===== src/rtl/imem_loader.sv =====
// Boot loader: assembles a little-endian byte stream into 32-bit words and writes
// them to instruction memory from address 0 while holding the CPU stalled.
module imem_loader #(
  parameter int DEPTH = 64
) (
  input  logic        clk,
  input  logic        rst,
  input  logic        start,
  input  logic [6:0]  num_words,
  input  logic [7:0]  byte_in,
  input  logic        byte_valid,
  output logic        byte_ready,
  input  logic [31:0] pc,
  output logic [31:0] mem_addr,
  output logic [31:0] mem_wdata,
  output logic        mem_we,
  output logic        cpu_stall,
  output logic        load_done,
  output logic [6:0]  word_cnt
);

  // Byte stream handshake: a byte moves on a rising edge where byte_valid and
  // byte_ready are both high; byte_ready depends only on the state, never on byte_valid.
  typedef enum logic [1:0] {IDLE, RECV, WRITE, DONE} state_t;

  localparam logic [6:0] DEPTH_W = 7'(DEPTH);

  state_t      state;
  state_t      state_next;
  logic [1:0]  byte_idx;
  logic [31:0] asm_word;
  logic [6:0]  n_words;
  logic [6:0]  n_clamped;
  logic [6:0]  cnt_inc;
  logic        idle_or_done;

  assign n_clamped    = (num_words > DEPTH_W) ? DEPTH_W : num_words;
  assign cnt_inc      = word_cnt + 7'd1;
  assign idle_or_done = (state == IDLE) || (state == DONE);

  always_ff @(posedge clk) begin
    if (rst) begin
      state    <= IDLE;
      word_cnt <= '0;
      byte_idx <= '0;
      asm_word <= '0;
      n_words  <= '0;
    end else begin
      state <= state_next;
      if (idle_or_done && start) begin
        n_words  <= n_clamped;
        word_cnt <= '0;
        byte_idx <= '0;
        asm_word <= '0;
      end else if (state == RECV && byte_valid) begin
        asm_word[{byte_idx, 3'b000} +: 8] <= byte_in;
        byte_idx                          <= byte_idx + 2'd1;
      end else if (state == WRITE) begin
        word_cnt <= cnt_inc;
      end
    end
  end

  always_comb begin
    state_next = state;
    case (state)
      IDLE, DONE: if (start) state_next = (n_clamped == 7'd0) ? DONE : RECV;
      RECV:       if (byte_valid && byte_idx == 2'd3) state_next = WRITE;
      WRITE:      state_next = (cnt_inc == n_words) ? DONE : RECV;
      default:    state_next = IDLE;
    endcase
  end

  // While loading, the memory address port belongs to the loader; otherwise the CPU.
  assign byte_ready = (state == RECV);
  assign mem_we     = (state == WRITE);
  assign cpu_stall  = (state == RECV) || (state == WRITE);
  assign load_done  = (state == DONE);
  assign mem_addr   = cpu_stall ? {23'd0, word_cnt, 2'b00} : pc;
  assign mem_wdata  = asm_word;

endmodule


===== config.mk =====
export PLATFORM = sky130hd
export DESIGN_NAME = imem_loader
export DESIGN_NICKNAME = d
export VERILOG_FILES = /design/src/rtl/imem_loader.sv
export SDC_FILE = /design/constraint.sdc
export NUM_CORES = 1
export LEC_CHECK = 0
export ABC_AREA = 1
export CORE_AREA = 2 2 90 92
export DETAILED_ROUTE_END_ITERATION = 8
export DIE_AREA = 0 0 92 94
export PLACE_DENSITY = 0.76
export REMOVE_ABC_BUFFERS = 1
export SLEW_MARGIN = 20
export SYNTH_ARGS = -nofsm -noshare
export SYNTH_HDL_FRONTEND = slang
export SYNTH_SLANG_ARGS = --single-unit

===== constraint.sdc =====
create_clock -name clk -period 2.9 [get_ports clk]
set_input_delay 0.29 -clock clk [delete_from_list [all_inputs] [get_ports clk]]
set_output_delay 0.29 -clock clk [all_outputs]
set_load 0.05 [all_outputs]

* Yosys cells after proc, flatten, opt, wreduce, memory -nomap -nowiden *
Index checks and enable logic that the tools add are counted.
W data, S select, Z words.

storage, ports and cells
  register bits after elaboration = 50

operators by class
  add/sub/neg operators = 3
  order comparisons = 1
  eq/ne operators = 7
  shifts and indexed selects = 2
  multiplexer cells = 8
  bitwise operators = 1
  reductions and logical operators = 11

operators with widths
  operator                  count
  $bwmux W32                1
  $mux W32                  1
  $shift A8 B7 Y32 const A  1
  $shiftx A8 B7 Y32         1
  $mux W2                   4
  $add A7 B1 Y7 const B     1
  $eq A7 B7 Y1              1
  $gt A7 B7 Y1 const B      1
  $logic_not A7 Y1          1
  $mux W7                   1
  $neg A5 Y7                1
  $eq A2 B2 Y1 const B      3
  $pmux W2 S3               1
  $reduce_and A2 Y1         2
  $reduce_or A2 Y1          2
  $logic_and A1 B1 Y1       3
  $add A2 B1 Y2 const B     1
  $eq A2 B1 Y1 const B      1
  $logic_not A2 Y1          1
  $logic_or A1 B1 Y1        2
  $ne A2 B1 Y1 const B      1
  $ne A2 B2 Y1 const B      1
  $not A1 Y1                1

* Logic depth before layout (Yosys ltp) *
Gate-level depths: netlist of the first run.

  word-level depth = 6
  gate-level depth with buffers = 12
  mapped depth without buffers = 12

* Worst setup path after synthesis of the first run *
No wires, ideal clock.

  path kind = flip-flop to output port
  from = reg word_cnt[0]
  to = out mem_addr[2]
  arrival time = 2.054 ns
  required time = 2.610 ns
  path slack = 0.556 ns
  stages on the path, launching flop included = 4
  path through = dfxtp_1 buf_2 inv_1 o21ai_0

on the way
  cells in the longest elaborated chain, start to end = 1

ends and longest elaborated chain
  item                    RTL line  text
  start, declared         19        output logic [6:0] word_cnt
  start signal, assigned  59        word_cnt <= cnt_inc;
  $mux W32                79        assign mem_addr = cpu_stall ? {23'd0, word_cnt, 2'b00} : pc;
  end, declared           14        output logic [31:0] mem_addr,

No other way between the ends.

* Worst setup path in the final report of the first run *
  from = reg state[0]
  to = out mem_we

on the way
  cells in the longest elaborated chain, start to end = 1

ends and longest elaborated chain
  item                    RTL line  text
  start, declared         28        state_t state;
  start signal, assigned  49        state <= state_next;
  $eq A2 B2 Y1            76        assign mem_we = (state == WRITE);
  end, declared           16        output logic mem_we,

No other way between the ends.

==> flow_metrics.py, run 1 <==
metrics = {
    "run_status": {
        "status": "finished, final reports clean",
    },
    "sta": {
        "hold_viol_final": 0,
        "timing.hold.ws_ns": 0.467,
        "period_needed_ns": 2.38,
        "rsz0062_at_grt": "no",
        "finalSetupViolations": 0,
        "fmax_mhz": 420,
        "fin_skew_ns": 0.00515,
        "relSlewSlack_pct": 65.5,
        "timing.setup.tns_ns": 0,
        "post-route-period-util_pct": 82.0,
        "tightestPinTransition_ns": 0.513,
        "setup_slack_ns": 0.521,
        "finalMaxSlewViolations": 0,
    },
    "logic_synthesis": {
        "ys_seq_area_share_pct": 38.6,
        "ys_ff_latch": 50,
        "syn_inst": 395,
        "avgSynthCellArea_um2": 6.57,
        "synth_area_um2": 2600,
        "synth_cell_types": 26,
        "yosysWarnings": 0,
    },
    "cts": {
        "cts_setup_buffers": 0,
        "cts_max_level": 2,
        "cts_tree": "done",
        "cts_buffers": 5,
        "holdBufCountCts": 0,
        "clkTransAtPathRegs_ns": 0.10,
        "clk_latency_ns": 0.30,
        "ctsResizeCount": 0,
        "cts-root-buf": "clkbuf_8",
        "cts_max_path_buffers": 2,
        "cts_sinks": 50,
    },
    "die": {
        "die_h_um": 94,
        "dieArea_um2": 8650,
        "num_rows": 32,
        "coreArea_um2": 7610,
        "io_pins": 126,
        "die_w_um": 92,
        "start_util_pct": 34.1,
    },
    "finish": {
        "regArea_um2": 1000,
        "drive_above_1_share_pct": 10.8,
        "multi_input_area_um2": 1310,
        "final_cells": 620,
        "fillCellCount": 733,
        "layout.nets": 578,
        "synthToLayoutAreaGrowth_pct": 54.7,
        "antenna_cells": 0,
        "fin_area_um2": 4020,
        "final_cell_mix": "nand2_1, clkdlybuf4s50_1, inv_1",
        "final_common_cell": "nand2_1",
        "final_core_util_pct": 52.8,
    },
    "power_and_ir_drop": {
        "pwr-share-seq_pct": 24.2,
        "p_per_area_nw_per_um2": 862,
        "clock_power_share_pct": 14.5,
        "switching_share_pct": 52.1,
        "p_leak_nw": 1.71,
        "p_switching_mw": 1.80,
        "combPwrFrac_pct": 61.4,
        "power.internal_mw": 1.66,
        "power_mw": 3.46,
        "peakVddDrop_uv": 337,
    },
    "drt": {
        "vias": 2882,
        "drt_wl_total_um": 7640,
        "vias_per_cell": 4.65,
        "route.detailed.drc": 0,
        "postRouteAntennaNets": 0,
        "drt-initial-drc-count": 106,
        "wire_per_inst_um": 12.3,
        "first_pass_iters": 4,
    },
    "setup_path": {
        "cp_max_fo": 15,
        "critPathKind": "register to primary output",
        "cp-end-kind": "primary output",
        "cp_data_required_time_ns": 2.61,
        "cp-start-kind": "register",
        "rr_worst_depth": 8,
        "crit_arrival_ns": 2.09,
    },
    "global_route": {
        "grt_pass1_wl_um": 12100,
        "antenna_found_initial": 0,
        "track_usage_pct": 17.3,
        "grt_overflow": 0,
        "grt_pass1_vias": 2668,
        "grt_max_degree": 38,
    },
    "place": {
        "dp_slack_ns": 0.861,
        "numPortBuffers": 125,
        "placed_area_um2": 3900,
        "routabilityCongestion": 0.860,
        "dp_hpwl_um": 5980,
        "dp_cells": 612,
    },
    "min_path": {
        "hold_class": "register to register",
        "hold_depth": 2,
    },
    "job": {
        "cap_violations": 0,
    },
}
[Yosys cell counts]
master / n / area [µm²]
dfxtp_1: 50 / 1000
nand2_1: 130 / 488
xnor2_1: 1 / 8.76
nor2_2: 4 / 25.0
buf_2: 2 / 10.0
nand3_1: 25 / 125
buf_4: 1 / 7.51
nand2_2: 3 / 18.8
o211ai_1: 3 / 22.5
clkbuf_1: 9 / 33.8
inv_1: 56 / 210
ha_1: 10 / 125
nor2_4: 1 / 11.3
a21oi_2: 1 / 8.76
nor2_1: 18 / 67.6
nor4_1: 1 / 6.26
o22ai_1: 1 / 6.26
or3_1: 8 / 50.1
nor3_1: 1 / 5.00
buf_6: 1 / 11.3
inv_2: 1 / 3.75
nand3_2: 2 / 20.0
clkinv_1: 2 / 7.51
nand4_1: 2 / 12.5
a21oi_1: 39 / 195
o21ai_0: 23 / 115
[kinds of logic (layout without fill, tap and decap cells)]
group                      after synthesis  in the layout  synth area share [%]
AOI/OAI and AO/OA                       67             67                  13.4
adders and majority gates               10             10                  4.82
buffers and inverters                   72            195                  10.9
DFF                                     50             50                  38.6
xor gates and xnor gates                 1              1                 0.337
and+or+nand+nor                        195            195                  32.0
[area by class of cell]
type	count	area share, %
inverter	59	5.52
clock buffer	5	1.71
clock inverter	3	1.09
timing repair buffer	128	30.9
sequential	50	24.9
multi-input combinational	273	32.7
tap	102	3.18
[worst paths after layout]
kind                              start                         end  slack, ns
min          mem_wdata[30]$_SDFFE_PP0P_  mem_wdata[30]$_SDFFE_PP0P_       0.47
max               state[0]$_SDFFE_PP0P_                      mem_we       0.52
min reg2reg  mem_wdata[30]$_SDFFE_PP0P_  mem_wdata[30]$_SDFFE_PP0P_       0.47
max reg2reg       state[0]$_SDFFE_PP0P_       state[1]$_SDFFE_PP0P_       0.91
[worst max-delay path, cell delays in order (launching register included)]
cell	delay, ns
dfxtp_1	0.36
inv_1	0.07
ha_1	0.45
clkdlybuf4s50_1	0.91
[power by group through the flow]
stage	Clock, mW	Combinational [mW]	Sequential, mW
final	0.501	2.12	0.836
after global routing	0.543	2.27	0.846
after CTS	0.516	2.13	0.836
after detailed placement	0	2.13	0.853
after global placement	0	2.11	0.849
after floorplan	0	1.29	0.966
[sequential cells by signal, summed over array words and instances (netlist names)]
signal     cells
mem_wdata     32
byte_idx       2
word_cnt       7
state          2
n_words        7
[per-layer routing]
metal  routed length, µm  track usage, %  up-vias
li1                    -               -     1483
met1                3130            19.4     1264
met2                3680            31.8      125
met3                 731            5.22       10
met4                  99            4.60        0
met5                   0               0        -
(Power assumes the default switching activity.)
==> inputs of run 2 (changes only) <==
- clock period: 2.9 -> 2.4 ns (I/O delays scaled with it)
==> run 2 against run 1 <==
Effect of this change:
- clock power grew 19%
- utilization is 4.6 points higher
- sequential power is 20% higher
- sequential share of layout area shrank 2.0 points
- routed wire length increased by 7.5%
- largest cell class is now buffers
- highest routed layer unchanged
==> flow_metrics.py, run 2 (synthesized netlist as in run 1, its figures left out) <==
metrics = {
    "power_and_ir_drop": {
        "power.internal_mw": 2.45,
        "p_leak_nw": 1.82,
        "power_mw": 4.74,
        "combPwrFrac_pct": 66.2,
        "peakVddDrop_uv": 441,
        "switching_share_pct": 48.3,
        "p_per_area_nw_per_um2": 1080,
        "pwr-share-seq_pct": 21.1,
        "p_switching_mw": 2.29,
        "clock_power_share_pct": 12.6,
    },
    "setup_path": {
        "crit_arrival_ns": 1.91,
        "cp_max_fo": 36,
        "cp-end-kind": "primary output",
        "critPathKind": "register to primary output",
        "cp_data_required_time_ns": 2.16,
        "cp-start-kind": "register",
    },
    "cts": {
        "clk_latency_ns": 0.30,
        "cts_buffers": 5,
        "cts_max_level": 2,
        "clkTransAtPathRegs_ns": 0.09,
        "cts_setup_buffers": 0,
        "cts-root-buf": "clkbuf_8",
        "holdBufCountCts": 0,
        "ctsResizeCount": 0,
        "cts_tree": "done",
        "cts_sinks": 50,
        "cts_max_path_buffers": 2,
    },
    "sta": {
        "period_needed_ns": 2.15,
        "finalSetupViolations": 0,
        "relSlewSlack_pct": 64.7,
        "post-route-period-util_pct": 89.7,
        "rsz0062_at_grt": "no",
        "tightestPinTransition_ns": 0.528,
        "timing.setup.tns_ns": 0,
        "fin_skew_ns": 0.00647,
        "fmax_mhz": 465,
        "finalMaxSlewViolations": 0,
        "hold_viol_final": 0,
    },
    "finish": {
        "drive_above_1_share_pct": 11.2,
        "synthToLayoutAreaGrowth_pct": 68.2,
        "final_common_cell": "nand2_1",
        "final_core_util_pct": 57.4,
        "regArea_um2": 1000,
        "layout.nets": 580,
        "multi_input_area_um2": 1310,
        "final_cells": 622,
        "largest_reg_flops": 32,
        "fillCellCount": 695,
        "final_cell_mix": "nand2_1, clkdlybuf4s50_1, inv_1",
        "antenna_cells": 0,
    },
    "drt": {
        "postRouteAntennaNets": 0,
        "first_pass_iters": 4,
        "route.detailed.drc": 0,
        "drt_wl_total_um": 8210,
        "drt-initial-drc-count": 109,
        "vias": 2956,
        "vias_per_cell": 4.75,
        "wire_per_inst_um": 13.2,
    },
    "die": {
        "die_h_um": 94,
        "io_pins": 126,
        "coreArea_um2": 7610,
        "die_w_um": 92,
        "start_util_pct": 34.1,
        "num_rows": 32,
        "dieArea_um2": 8650,
    },
    "place": {
        "routabilityCongestion": 0.844,
        "dp_cells": 614,
        "dp_hpwl_um": 6510,
        "numPortBuffers": 125,
    },
    "job": {
        "cap_violations": 0,
    },
    "global_route": {
        "grt_pass1_wl_um": 13700,
        "antenna_found_initial": 0,
        "track_usage_pct": 19.4,
        "grt_overflow": 0,
        "grt_max_degree": 37,
        "grt_pass1_vias": 2978,
    },
    "run_status": {
        "status": "finished, final reports clean",
    },
    "min_path": {
        "hold_class": "register to register",
    },
}
## run 2: cell count changes in the layout (fill, tap and decap cells not counted), sizes merged
| cell | change |
|---|---|
| buf | +2 |
## run 2: metal layers
layer,share of wire (%),GRT usage [%]
met4,1.3,4.98
met3,7.1,4.25
met1,43,23.5
met5,0,0
met2,48,34.8
## run 2: area by class of cell
cell class,instances,share of cell area [%]
inverter,59,5.07
tap,102,2.92
timing repair buffer,130,36.5
clock inverter,3,1.00
multi-input combinational,273,30.0
clock buffer,5,1.58
sequential,50,22.9
## run 2: worst max-delay path, cell delays in order, from the launching register on
cell     delay, ns
dfxtp_1       0.40
inv_1         0.07
ha_1          0.34
buf_4         0.25
o21ai_0       0.36
buf_12        0.19
## run 2: worst paths after layout
kind / start / endpoint / slack (ns) / cells after the start
setup / recovery: state[0]$_SDFFE_PP0P_ / mem_addr[7] / 0.25 / 5
hold / removal: mem_wdata[16]$_SDFFE_PP0P_ / mem_wdata[16]$_SDFFE_PP0P_ / 0.47 / 2
setup reg to reg: state[0]$_SDFFE_PP0P_ / mem_wdata[21]$_SDFFE_PP0P_ / 0.54 / 8
hold reg to reg: mem_wdata[16]$_SDFFE_PP0P_ / mem_wdata[16]$_SDFFE_PP0P_ / 0.47 / 2
## run 2: per-stage QoR
stage / instance area, µm² / setup slack [ns] / hold WS [ns]
after floorplan: 2530 / -0.270 / 0.353
after global placement: 4260 / 0.617 / 0.455
after detailed placement: 4260 / 0.558 / 0.459
after CTS: 4370 / 0.214 / 0.474
after global routing: 4370 / 0.105 / 0.488
final: 4370 / 0.248 / 0.469
## run 2: power by group through the flow
stage | clock [mW] | combinational, mW | sequential, mW
4_1_cts | 0.618 | 3.16 | 1.00
6_report | 0.598 | 3.14 | 1.00
3_3_place_gp | 0 | 3.10 | 1.02
5_1_grt | 0.654 | 3.34 | 1.01
2_1_floorplan | 0 | 1.56 | 1.17
3_5_place_dp | 0 | 3.15 | 1.02
==> inputs of run 3 (changes only) <==
- ABC_AREA: 1 -> default
- CORE_AREA: 2 2 90 92 -> 2 2 87 89
- DIE_AREA: 0 0 92 94 -> 0 0 89 91
- PLACE_DENSITY: 0.76 -> 0.78
==> run 3 against run 2 <==
Effect of this change:
- combinational power is 2% higher
- synthesized cell count is 31% lower
- routed wire length is 4.2% lower
- worst setup slack worse by 0.058 ns
- utilization is 1.6 points higher
==> flow_metrics.py, run 3 <==
metrics = {
    "logic_synthesis": {
        "ys.flop_type": "dfxtp_1",
        "synth_commonest_cells": "dfxtp_1, nor2_1, a22oi_1",
        "yosysWarnings": 0,
        "synth_cell_types": 43,
        "synth_area_um2": 2460,
        "ys_ff_latch": 50,
        "synth_top_area_cell": "dfxtp_1",
        "ys_top_cells_by_area": "dfxtp_1, a22oi_1, nor2_1",
        "synthArstFlopShare_pct": 0,
        "syn_inst": 271,
        "ys_seq_area_share_pct": 40.7,
        "synth.most_common_cell": "dfxtp_1",
        "synth_edf_count": 0,
        "synth.top_cell.area_share_pct": 40.7,
        "avgSynthCellArea_um2": 9.08,
    },
    "drt": {
        "route.detailed.drc": 0,
        "vias": 2530,
        "first_pass_iters": 5,
        "wire_per_inst_um": 15.9,
        "drt-initial-drc-count": 122,
        "drt_wl_total_um": 7870,
        "postRouteAntennaNets": 0,
        "vias_per_cell": 5.10,
    },
    "cts": {
        "cts_max_path_buffers": 2,
        "cts-root-buf": "clkbuf_8",
        "clkTransAtPathRegs_ns": 0.10,
        "holdBufCountCts": 0,
        "cts_buffers": 5,
        "cts_sinks": 50,
        "cts_setup_buffers": 0,
        "ctsResizeCount": 0,
        "clk_latency_ns": 0.30,
        "cts_tree": "done",
        "cts_max_level": 2,
    },
    "setup_path": {
        "critPathSlowestCell": "clkdlybuf4s50_1",
        "cp_max_fo": 9,
        "critPathKind": "register to primary output",
        "crit_chain": "ha_1, clkdlybuf4s50_1",
        "cp_top_family": "buffers and inverters",
        "cp-end-kind": "primary output",
        "cp_data_required_time_ns": 2.16,
        "crit_arrival_ns": 1.97,
        "cp.buffers_inverters": 1,
        "cpPeakStageDelay_ns": 0.88,
        "cp-start-kind": "register",
    },
    "global_route": {
        "antenna_found_initial": 0,
        "grt_max_degree": 42,
        "track_usage_pct": 19.1,
        "grt_pass1_wl_um": 12400,
        "grt_pass1_vias": 2435,
        "grt_overflow": 0,
    },
    "min_path": {
        "hold_class": "register to register",
    },
    "place": {
        "routabilityCongestion": 0.866,
        "numPortBuffers": 125,
        "dp_hpwl_um": 6000,
    },
    "finish": {
        "layout.nets": 457,
        "final_common_cell": "clkdlybuf4s50_1",
        "drive_above_1_share_pct": 15.9,
        "synthToLayoutAreaGrowth_pct": 71.3,
        "largest_reg_flops": 32,
        "antenna_cells": 0,
        "final_core_util_pct": 59.0,
        "final_cell_mix": "clkdlybuf4s50_1, dfxtp_1, nor2_1",
    },
    "die": {
        "io_pins": 126,
        "start_util_pct": 34.5,
        "die_h_um": 91,
        "num_rows": 31,
        "coreArea_um2": 7140,
        "die_w_um": 89,
        "dieArea_um2": 8100,
    },
    "sta": {
        "relSlewSlack_pct": 61.3,
        "fin_skew_ns": 0.00821,
        "fmax_mhz": 453,
        "hold_viol_final": 0,
        "finalSetupViolations": 0,
        "tightestPinTransition_ns": 0.578,
        "timing.hold.ws_ns": 0.506,
        "timing.setup.tns_ns": 0,
        "finalMaxSlewViolations": 0,
        "post-route-period-util_pct": 92.1,
        "rsz0062_at_grt": "no",
        "period_needed_ns": 2.21,
    },
    "power_and_ir_drop": {
        "peakVddDrop_uv": 341,
        "p_leak_nw": 1.57,
        "p_per_area_nw_per_um2": 1130,
        "power_mw": 4.75,
    },
    "job": {
        "cap_violations": 0,
    },
    "run_status": {
        "status": "finished, final reports clean",
    },
}
[run 3: cell count changes after synthesis, sizes merged, moves of 5 or more]
cell and change:
o21ai -20, xnor2 +10, inv -49, and2 +25
nand2 -123, nand3 -17, or3 -8, mux2 +5
xor2 +5, nor2 +24, a21oi -33, a22o +5
a22oi +32
[run 3: worst reg2reg max path, cell delays in order (launching register included)]
cell and delay, ns:
dfxtp_1 0.53, inv_2 0.17, ha_1 0.48, inv_2 0.11, nor4_4 0.57, a22oi_1 0.17, nor2_1 0.12
[run 3: final cells by class]
class / count / area, µm²
clock buffers: 5 / 68.8
clock inverters: 3 / 45.0
fillers: 645 / 2920
inverters: 8 / 30.0
multi-input cells: 198 / 1370
flip-flops and latches: 50 / 1000
well taps: 99 / 124
repair buffers: 133 / 1580
[run 3: stage by stage]
step / cells / worst slack [ns] / cell area, µm²
6_report: 496 / 0.190 / 4210
5_1_grt: 496 / 0.0774 / 4210
4_1_cts: 496 / 0.175 / 4210
3_5_place_dp: 488 / 0.234 / 4100
3_3_place_gp: 488 / 0.314 / 4100
2_1_floorplan: 256 / -0.0428 / 2400
[run 3: cell families after synthesis]
kind of cell / synth area share, %
buffers and inverters: 3.81
adder cells (fa/ha/maj): 5.09
AO/OA/AOI/OAI: 17.2
multiplexers: 3.10
flip-flops: 40.7
XOR/XNOR: 5.70
AND/OR/NAND/NOR: 24.4
[run 3: where the power goes]
part	switching, mW	total (mW)	internal [mW]
clock	0.288	0.598	0.310
combinational	1.84	3.21	1.37
sequential	0.0585	0.944	0.885
total	2.19	4.75	2.56
[run 3: metal layers]
layer	GRT usage [%]	share of wire (%)	vias up
met4	3.61	0.90	0
met5	0	0	-
met2	32.0	48	140
met1	23.1	39	1188
met3	7.55	12	7
li1	-	-	1195
[run 3: worst paths after layout]
path / from / endpoint / slack, ns / cells past startpoint
min reg2reg: n_words[6]$_SDFFE_PP0P_ / n_words[6]$_SDFFE_PP0P_ / 0.51 / 2
min: n_words[6]$_SDFFE_PP0P_ / n_words[6]$_SDFFE_PP0P_ / 0.51 / 2
max reg2reg: byte_idx[0]$_SDFFE_PP0P_ / mem_wdata[15]$_SDFFE_PP0P_ / 0.20 / 6
max: state[0]$_SDFFE_PP0P_ / byte_ready / 0.19 / 2
